==> src/rtl/axi_read_slave.sv <==
// AXI4 read-only slave in front of a single-port 256-bit memory with a
// one-cycle read latency. One burst is outstanding at a time. Beats pass
// through a 2-entry output FIFO; an entry whose memory read is still landing
// presents mem_rd_data directly, so the first beat appears two cycles after
// the AR handshake.
//
// Handshake rule on both AXI channels: a transfer happens on a rising edge
// where valid and ready are both 1; the sender holds payload stable while
// valid=1 and ready=0, and valid never depends combinationally on ready.
module axi_read_slave #(
    parameter int MEM_WORDS = 1024,
    parameter int MEM_AW    = 10
) (
    input  logic              i_clk,
    input  logic              i_reset,
    // AR channel
    input  logic [6:0]        arid,
    input  logic [31:0]       araddr,
    input  logic [7:0]        arlen,
    input  logic [2:0]        arsize,
    input  logic [1:0]        arburst,
    input  logic              arvalid,
    output logic              arready,
    // R channel
    output logic [6:0]        rid,
    output logic [255:0]      rdata,
    output logic [1:0]        rresp,
    output logic              rlast,
    output logic              rvalid,
    input  logic              rready,
    // memory read port
    output logic              mem_rd_en,
    output logic [MEM_AW-1:0] mem_rd_addr,
    input  logic [255:0]      mem_rd_data,
    // FSM state for observation
    output logic [1:0]        dbg_state
);

    typedef enum logic [1:0] {
        IDLE  = 2'd0,
        DATA  = 2'd1,
        DRAIN = 2'd2
    } state_t;

    localparam logic [1:0] RESP_OKAY   = 2'b00;
    localparam logic [1:0] RESP_SLVERR = 2'b10;
    localparam logic [1:0] RESP_DECERR = 2'b11;

    // Burst context
    state_t      state_q, state_d;
    logic [6:0]  id_q, id_d;
    logic [7:0]  len_q, len_d;
    logic [1:0]  burst_q, burst_d;
    logic        illegal_q, illegal_d;
    logic [26:0] cur_q, cur_d;      // full word index (araddr >> 5), untruncated
    logic [7:0]  cnt_q, cnt_d;      // index of the next beat to issue

    // Output FIFO (2 entries); land marks an entry whose memory data arrives this cycle
    logic [255:0] data_q [2];
    logic [255:0] data_d [2];
    logic [1:0]   resp_q [2];
    logic [1:0]   resp_d [2];
    logic         last_q [2];
    logic         last_d [2];
    logic         land_q [2];
    logic         land_d [2];
    logic         wr_ptr_q, wr_ptr_d;
    logic         rd_ptr_q, rd_ptr_d;
    logic [1:0]   count_q, count_d;

    logic        issue;
    logic        pop;
    logic        beat_oob;
    logic [26:0] wrap_mask;
    logic [26:0] next_addr;
    logic        wrap_len_ok;

    // Next-state, FIFO bookkeeping and all combinational outputs
    always_comb begin
        state_d   = state_q;
        id_d      = id_q;
        len_d     = len_q;
        burst_d   = burst_q;
        illegal_d = illegal_q;
        cur_d     = cur_q;
        cnt_d     = cnt_q;
        data_d    = data_q;
        resp_d    = resp_q;
        last_d    = last_q;
        land_d    = land_q;
        wr_ptr_d  = wr_ptr_q;
        rd_ptr_d  = rd_ptr_q;

        dbg_state = state_q;
        arready   = (state_q == IDLE) && !i_reset;

        // R outputs come from the FIFO head; zero whenever nothing is presented
        rvalid = (count_q != 2'd0);
        rid    = '0;
        rdata  = '0;
        rresp  = '0;
        rlast  = 1'b0;
        if (rvalid) begin
            rid   = id_q;
            rdata = land_q[rd_ptr_q] ? mem_rd_data : data_q[rd_ptr_q];
            rresp = resp_q[rd_ptr_q];
            rlast = last_q[rd_ptr_q];
        end
        pop = rvalid && rready;

        // A beat is issued when the FIFO (including landing reads) has room
        issue       = (state_q == DATA) && (count_q < 2'd2);
        beat_oob    = (cur_q >= 27'(MEM_WORDS));
        mem_rd_en   = issue && !illegal_q && !beat_oob;
        mem_rd_addr = mem_rd_en ? cur_q[MEM_AW-1:0] : '0;

        // Per-beat address step
        wrap_mask = {19'd0, len_q};
        case (burst_q)
            2'b00:   next_addr = cur_q;
            2'b10:   next_addr = (cur_q & ~wrap_mask) | ((cur_q + 27'd1) & wrap_mask);
            default: next_addr = cur_q + 27'd1;
        endcase

        // Landing reads are captured so the data stays stable if stalled
        for (int i = 0; i < 2; i++) begin
            if (land_q[i]) begin
                data_d[i] = mem_rd_data;
                land_d[i] = 1'b0;
            end
        end

        if (pop) begin
            rd_ptr_d = ~rd_ptr_q;
        end

        if (issue) begin
            data_d[wr_ptr_q] = '0;
            land_d[wr_ptr_q] = mem_rd_en;
            last_d[wr_ptr_q] = (cnt_q == len_q);
            if (illegal_q) begin
                resp_d[wr_ptr_q] = RESP_SLVERR;
            end else if (beat_oob) begin
                resp_d[wr_ptr_q] = RESP_DECERR;
            end else begin
                resp_d[wr_ptr_q] = RESP_OKAY;
            end
            wr_ptr_d = ~wr_ptr_q;
        end

        count_d = count_q + {1'b0, issue} - {1'b0, pop};

        wrap_len_ok = (arlen == 8'd1) || (arlen == 8'd3) ||
                      (arlen == 8'd7) || (arlen == 8'd15);

        case (state_q)
            IDLE: begin
                if (arvalid && arready) begin
                    id_d      = arid;
                    len_d     = arlen;
                    burst_d   = arburst;
                    cur_d     = araddr[31:5];
                    cnt_d     = 8'd0;
                    illegal_d = (arsize != 3'd5) || (arburst == 2'b11) ||
                                ((arburst == 2'b10) && !wrap_len_ok);
                    state_d   = DATA;
                end
            end
            DATA: begin
                if (issue) begin
                    cur_d = next_addr;
                    if (cnt_q == len_q) begin
                        state_d = DRAIN;
                    end else begin
                        cnt_d = cnt_q + 8'd1;
                    end
                end
            end
            DRAIN: begin
                if (pop && rlast) begin
                    state_d = IDLE;
                end
            end
            default: state_d = IDLE;
        endcase
    end

    // State registers; reset empties the FIFO and drops in-flight reads
    always_ff @(posedge i_clk) begin
        if (i_reset) begin
            state_q   <= IDLE;
            id_q      <= '0;
            len_q     <= '0;
            burst_q   <= '0;
            illegal_q <= 1'b0;
            cur_q     <= '0;
            cnt_q     <= '0;
            data_q    <= '{default: '0};
            resp_q    <= '{default: '0};
            last_q    <= '{default: 1'b0};
            land_q    <= '{default: 1'b0};
            wr_ptr_q  <= 1'b0;
            rd_ptr_q  <= 1'b0;
            count_q   <= '0;
        end else begin
            state_q   <= state_d;
            id_q      <= id_d;
            len_q     <= len_d;
            burst_q   <= burst_d;
            illegal_q <= illegal_d;
            cur_q     <= cur_d;
            cnt_q     <= cnt_d;
            data_q    <= data_d;
            resp_q    <= resp_d;
            last_q    <= last_d;
            land_q    <= land_d;
            wr_ptr_q  <= wr_ptr_d;
            rd_ptr_q  <= rd_ptr_d;
            count_q   <= count_d;
        end
    end

endmodule

==> config.mk <==
export PLATFORM = sky130hd
export DESIGN_NAME = axi_read_slave
export DESIGN_NICKNAME = d
export VERILOG_FILES = /design/src/rtl/axi_read_slave.sv
export SDC_FILE = /design/constraint.sdc
export NUM_CORES = 1
export LEC_CHECK = 0
export ABC_AREA = 0
export CELL_PAD_IN_SITES_DETAIL_PLACEMENT = 1
export CELL_PAD_IN_SITES_GLOBAL_PLACEMENT = 1
export CORE_UTILIZATION = 39
export DETAILED_ROUTE_END_ITERATION = 10
export PLACE_DENSITY_LB_ADDON = 0.1
export SETUP_SLACK_MARGIN = 0.2
export SLEW_MARGIN = 40
export SYNTH_ARGS = -nofsm -noshare
export SYNTH_HDL_FRONTEND = slang
export SYNTH_SLANG_ARGS = --single-unit
==> constraint.sdc <==
create_clock -name i_clk -period 2.4 [get_ports i_clk]
set_input_delay 0.24 -clock i_clk [delete_from_list [all_inputs] [get_ports i_clk]]
set_output_delay 0.24 -clock i_clk [all_outputs]
set_load 0.005 [all_outputs]
# Word level (Yosys, flattened, before mapping)
# Index checks and enable logic that the tools add are counted.
totals:
  reg_bits: 579
  inputBits: 312
  out_inout_bits: 281
  word_cells: 132
classes:
  reduce_logical: 27
  n_addsub: 4
  mux: 43
  bitwise: 18
  n_eq_ne: 17
  order_cmp: 5
op_table:
  columns: ["operator", "count"]
  rows:
  - ["256-bit two-way mux", 8]
  - ["512-bit AND", 1]
  - ["512-bit two-way mux", 1]
  - ["512-bit inverter", 1]
  - ["256-bit demux with 1-bit select", 1]
  - ["27-bit one-hot mux with 2 select lines", 2]
  - ["27-bit two-way mux", 2]
  - ["27-bit by 1-bit adder with 27-bit output, second input constant", 1]
  - ["27-bit AND", 1]
  - ["27-bit by 8-bit AND with 27-bit output", 1]
  - ["27-bit by 11-bit greater-or-equal comparator with 1-bit output, second input constant", 1]
  - ["8-bit inverter with 27-bit output", 1]
  - ["27-bit bitwise OR", 1]
  - ["8-bit two-way mux", 3]
  - ["2-bit two-way mux", 9]
  - ["8-bit one-hot mux with 2 select lines", 1]
  - ["4-bit AND reduction", 3]
  - ["10-bit two-way mux", 1]
  - ["1-bit logical AND", 9]
  - ["8-bit by 1-bit adder with 8-bit output, second input constant", 1]
  - ["2-bit == test, second input constant", 4]
  - ["8-bit by 1-bit == test with 1-bit output, second input constant", 1]
  - ["8-bit by 2-bit == test with 1-bit output, second input constant", 1]
  - ["8-bit by 3-bit == test with 1-bit output, second input constant", 1]
  - ["other kinds (32)", 58]

# Depth between registers and ports, before layout
depth:
  word_depth: 9
  ltp_mapped: 11

# Worst setup path before layout
# No wires, ideal clock.
synth_timing:
  kind: "register to output"
  start: "register rd_ptr_q"
  end: "output port rdata[100]"
  setup_slack_ps: 296
  stages_incl_launch_ff: 7
  required_time_ps: 2160
  arrival_time_ps: 1864
  cell_sequence: "dfxtp_1 -> clkbuf_1 -> mux2i_1 -> clkbuf_1 -> clkbuf_1 -> nor2_1 -> a211oi_1"
synth_between:
  elab_chain_len: 6
  elab_cells_between_ends: 9
  cone_classes: "mux (8); bitwise (1)"
synth_rtl:
  columns: ["item", "line", "source"]
  rows:
  - ["start, declared", "68", "logic rd_ptr_q, rd_ptr_d;"]
  - ["start signal, assigned", "218", "rd_ptr_q <= rd_ptr_d;"]
  - ["1-bit inverter with 2-bit output (not written as such) (*)", "105", "rdata = land_q[rd_ptr_q] ? mem_rd_data : data_q[rd_ptr_q];"]
  - ["256-bit two-way mux (not written as such) or 1-bit two-way mux (tied branches) (3 in a row)", "105", null]
  - ["256-bit two-way mux (*)", "105", null]
  - ["256-bit two-way mux (*)", "103", "if (rvalid) begin"]
  - ["end, declared", "26", "output logic [255:0] rdata,"]
# Mark *: on every way between the ends. The rest lies on a longest branch, timed or not. The select of a mux whose other input is x is not followed.

# Worst setup path after layout
layout_timing:
  start: "register cur_q[14]"
  end: "output port mem_rd_addr[6]"
layout_between:
  elab_chain_len: 4
layout_rtl:
  columns: ["item", "line", "source"]
  rows:
  - ["start, declared", "55", "logic [26:0] cur_q, cur_d;"]
  - ["start signal, assigned", "211", "cur_q <= cur_d;"]
  - ["27-bit by 11-bit greater-or-equal comparator with 1-bit output", "113", "beat_oob = (cur_q >= 27'(MEM_WORDS));"]
  - ["1-bit zero test", "114", "mem_rd_en = issue && !illegal_q && !beat_oob;"]
  - ["1-bit logical AND", "114", null]
  - ["10-bit two-way mux", "115", "mem_rd_addr = mem_rd_en ? cur_q[MEM_AW-1:0] : '0;"]
  - ["end, declared", "33", "output logic [MEM_AW-1:0] mem_rd_addr,"]
# No other way between the ends.

==> metrics.md <==
| Metric | Value |
|---|---|
| Worst Path Max Fanout | 2 |
| Initial Utilization | 39.66% |
| Final WL | 116400 um |
| Buffers on Ports | between 500 and 600 |
| Share of cells above drive strength 1 | 27.73% |
| Inserted Clock Buffers | between 60 and 70 |
| Fin area | 41620 um2 |
| Avg Inst Size Synth | 9.039 um2 |
| Placed Area | 34760 um2 |
| Clock transition at path regs | around 0.060 ns |
| Gpl congestion | 0.8324 |
| CTS Sinks | 579 |
| CTS Root Cell | clkbuf_16 |
| Commonest non-fill, non-tap cells in the layout | mux2i_1, nor2_1, dfxtp_1, clkdlybuf4s50_1, buf_2 |
| CTS tree | done |
| Final hold violation count | 0 |
| Syn Std Cell Area | 27390 um2 |
| Clock Latency Late Sink | 0.62 ns |
| Area of the multi-input gates | 16570 um2 |
| H-tree depth | 3 |
| CTS Hold Bufs | 0 |
| Worst-path cell chain | nor4_4 -> nand2_1 -> or3_4 -> nor2_4 -> buf_6 -> buf_6 -> buf_6 -> buf_6 -> buf_6 -> and2_4 -> buf_6 |
| Highest clock rate | 352.6 MHz |
| Setup CP Type | register to output pin |
| Number of global-route vias before repair | 27070 |
| Dpl hpwl | 66220 um |
| Slowest stage delay, CP | around 0.42 ns |
| CP Buf/Inv Count | 6 |
| LEAKAGE | 15.09 nW |
| CP endpoint kind | output pin |
| Peak supply drop | about 0.62 mV |
| Reg area | 11610 um2 |
| Fill count | 7425 |
| Final antenna-violating net count | 0 |
| Core footprint | 69070 um2 |
| Initial antenna violation count | 40 |
| Crit-path most repeated cell | buf_6 |
| GRT Util Overall | 27.78% |
| CTS Buffer Depth | 3 |
| Min cycle time layout | ~2.8 ns |
| Max-cap violations | 0 |
| Yosys warning total | 0 |
| Layout area overhead | 51.96% |
| # IOs | ~590 |
| Max transition margin | between 40% and 50% |
| Tot Pwr | 30.25 mW |
| Slowest CP cell | or3_4 |
| Die W | approximately 270 um |
| Startpoint Class | register |
| Synth Instances | 3030 |
| Data arrival, critical path | 2.60 ns |
| Via/cell ratio | 5.529 |
| Outcome | finished with violations |
| Residual DRC | 0 |
| Router iterations before antenna repair | 5 |
| Worst hold path class | input pin to register |
| M1 WL | 45580 um |
| WL per Instance | 24.22 um |
| Synthesized Nets | ~3300 |
| Slew of the pin with the lowest slew margin | 0.7814 ns |
| Uppermost routed layer | met5 |
| Distinct cells, synth | 51 |
| First-pass GRT wire length | 156000 um |
| RSZ-0062 raised after global routing | yes |
| Via count | between 20000 and 30000 |
| Slew Viols, Final | 0 |
| Clk_skew | 0.02546 ns |
| 1st-iter DRT viols | 1197 |
| Crit share post-route | 118.2% |
| GR Overflow Total | 0 |
| Worst R2R Setup Slack | 0.23 ns |
| Most common cell after layout, fill and taps aside | mux2i_1 |
| CP Data Required Time | 2.16 ns |
| Failing checks | negative setup slack |
| DR WL met3 | 6623 um |
| Fin Setup TNS | -54.74 ns |
| #FFs+latches synth | 579 |
| EDFF count, synth | 0 |
| Metal2 WL | 58400 um |
| DIE HEIGHT | 267.0 um |
| Ys flop type | dfxtp_1 |
| Fraction of registers with async set/reset | 0% |
| Largest net degree at the start of global routing | around 140 |
| Die area | around 70000 um2 |
| Number of nets in the layout | 4115 |
| Final setup viols | 263 |
| Post-route setup slack | -0.4358 ns |
| Family with the most delay on the worst path | simple AND/OR/NAND/NOR gates |
| Post-synthesis sequential area ratio | 42.32% |
| Power Dens Cells | 726.8 nW/um2 |
| Row count | 96 |
==> per-stage QoR <==
| step | hold WS [ns] | cells | util (%) | setup slack (ns) |
|---|---|---|---|---|
| CTS | 0.1775 | 4570 | 55.20 | -0.5595 |
| global route | 0.1944 | 4800 | 60.24 | -0.5203 |
| detailed placement | 0.4531 | 4397 | 50.32 | -0.02949 |
| finish | 0.2000 | 4805 | 60.26 | -0.4358 |
| floorplan | 0.3485 | 3030 | - | 0.2956 |
| global placement | 0.4414 | 4396 | 50.28 | -0.003645 |
==> path summary, 6_finish.rpt <==
path         cells after the start                     to                   start
min                              3   id_q[2]$_SDFFE_PP0P_                 arid[2]
min reg2reg                      2   id_q[2]$_SDFFE_PP0P_    id_q[2]$_SDFFE_PP0P_
max reg2reg                      4  data_q[49]$_SDFF_PP0_    land_q[0]$_SDFF_PP0_
max                             11         mem_rd_addr[6]  cur_q[14]$_SDFFE_PP0P_
==> sequential cells by signal, indices dropped and copies added, names as in the netlist, named ones only <==
register,flops
data_q,512
cur_q,20
cnt_q,8
len_q,8
id_q,7
burst_q,2
count_q,2
dbg_state,2
land_q,2
last_q,2
illegal_q,1
rd_ptr_q,1
wr_ptr_q,1
==> worst min-delay path, stage by stage <==
cell,delay (ns)
clkdlybuf4s50_1,0.40
nand2_1,0.05
o21ai_0,0.06
==> power by group <==
group,switching [mW],internal (mW)
clock network,4.31,6.31
registers,0.256,9.91
logic,5.26,4.19
==> timing repair <==
item,CTS,global route
hold endpoints to repair,0,0
endpoints found under the setup margin,278,285
gates resized for setup,505,1084
buffers inserted,36,173
gates cloned,16,36
pin swaps,25,140
==> cell families (layout without fill, tap and decap cells) <==
logic type,count (synthesis),after routing,synth area share (%)
muxes,784,784,28.66
and+or+nand+nor,1002,1002,14.70
other,0,26,0
buffers and inverters,266,1084,3.837
AOI/OAI and AO/OA,381,381,9.840
xor gates and xnor gates,13,13,0.4157
adders and majority gates,5,5,0.2284
DFF,579,579,42.32
==> cell type report <==
cell class	instances	area share, %
Multi-Input combinational cell	2185	39.80
Sequential cell	579	27.90
Timing Repair Buffer	951	23.78
Clock buffer	104	5.000
Tap cell	931	2.799
Clock inverter	17	0.4540
Antenna cell	26	0.1563
Inverter	12	0.1082
==> layer usage <==
layer / track usage, % / up-vias
li1: - / 12160
met1: 31.41 / 13390
met2: 48.21 / 705
met3: 7.436 / 291
met4: 13.36 / 30
met5: 0 / -
==> synth_stat cells, types with 3 or more instances <==
cell / number / share of area [%]
xnor2_1: 11 / 0.35
nand4_1: 9 / 0.21
dfxtp_1: 579 / 42
a211oi_1: 259 / 7.1
a32oi_1: 4 / 0.13
a221oi_1: 3 / 0.096
nor2_1: 806 / 11
mux2i_1: 783 / 29
nor2b_1: 3 / 0.069
nand3_1: 19 / 0.35
and4_1: 3 / 0.096
nand3b_1: 3 / 0.082
and3_1: 7 / 0.16
or3_1: 6 / 0.14
buf_1: 18 / 0.25
o21ai_0: 44 / 0.80
nor4_1: 10 / 0.23
buf_2: 30 / 0.55
a21o_1: 5 / 0.14
nand2b_1: 5 / 0.11
nor4b_1: 3 / 0.096
o32ai_1: 4 / 0.13
ha_1: 5 / 0.23
inv_1: 12 / 0.16
a22oi_1: 4 / 0.11
and2_1: 20 / 0.46
a21oi_1: 34 / 0.62
nor3_1: 19 / 0.35
nand2_1: 83 / 1.1
a31oi_1: 3 / 0.069
o211ai_1: 4 / 0.11
clkbuf_1: 204 / 2.8
(Power assumes the default switching activity.)
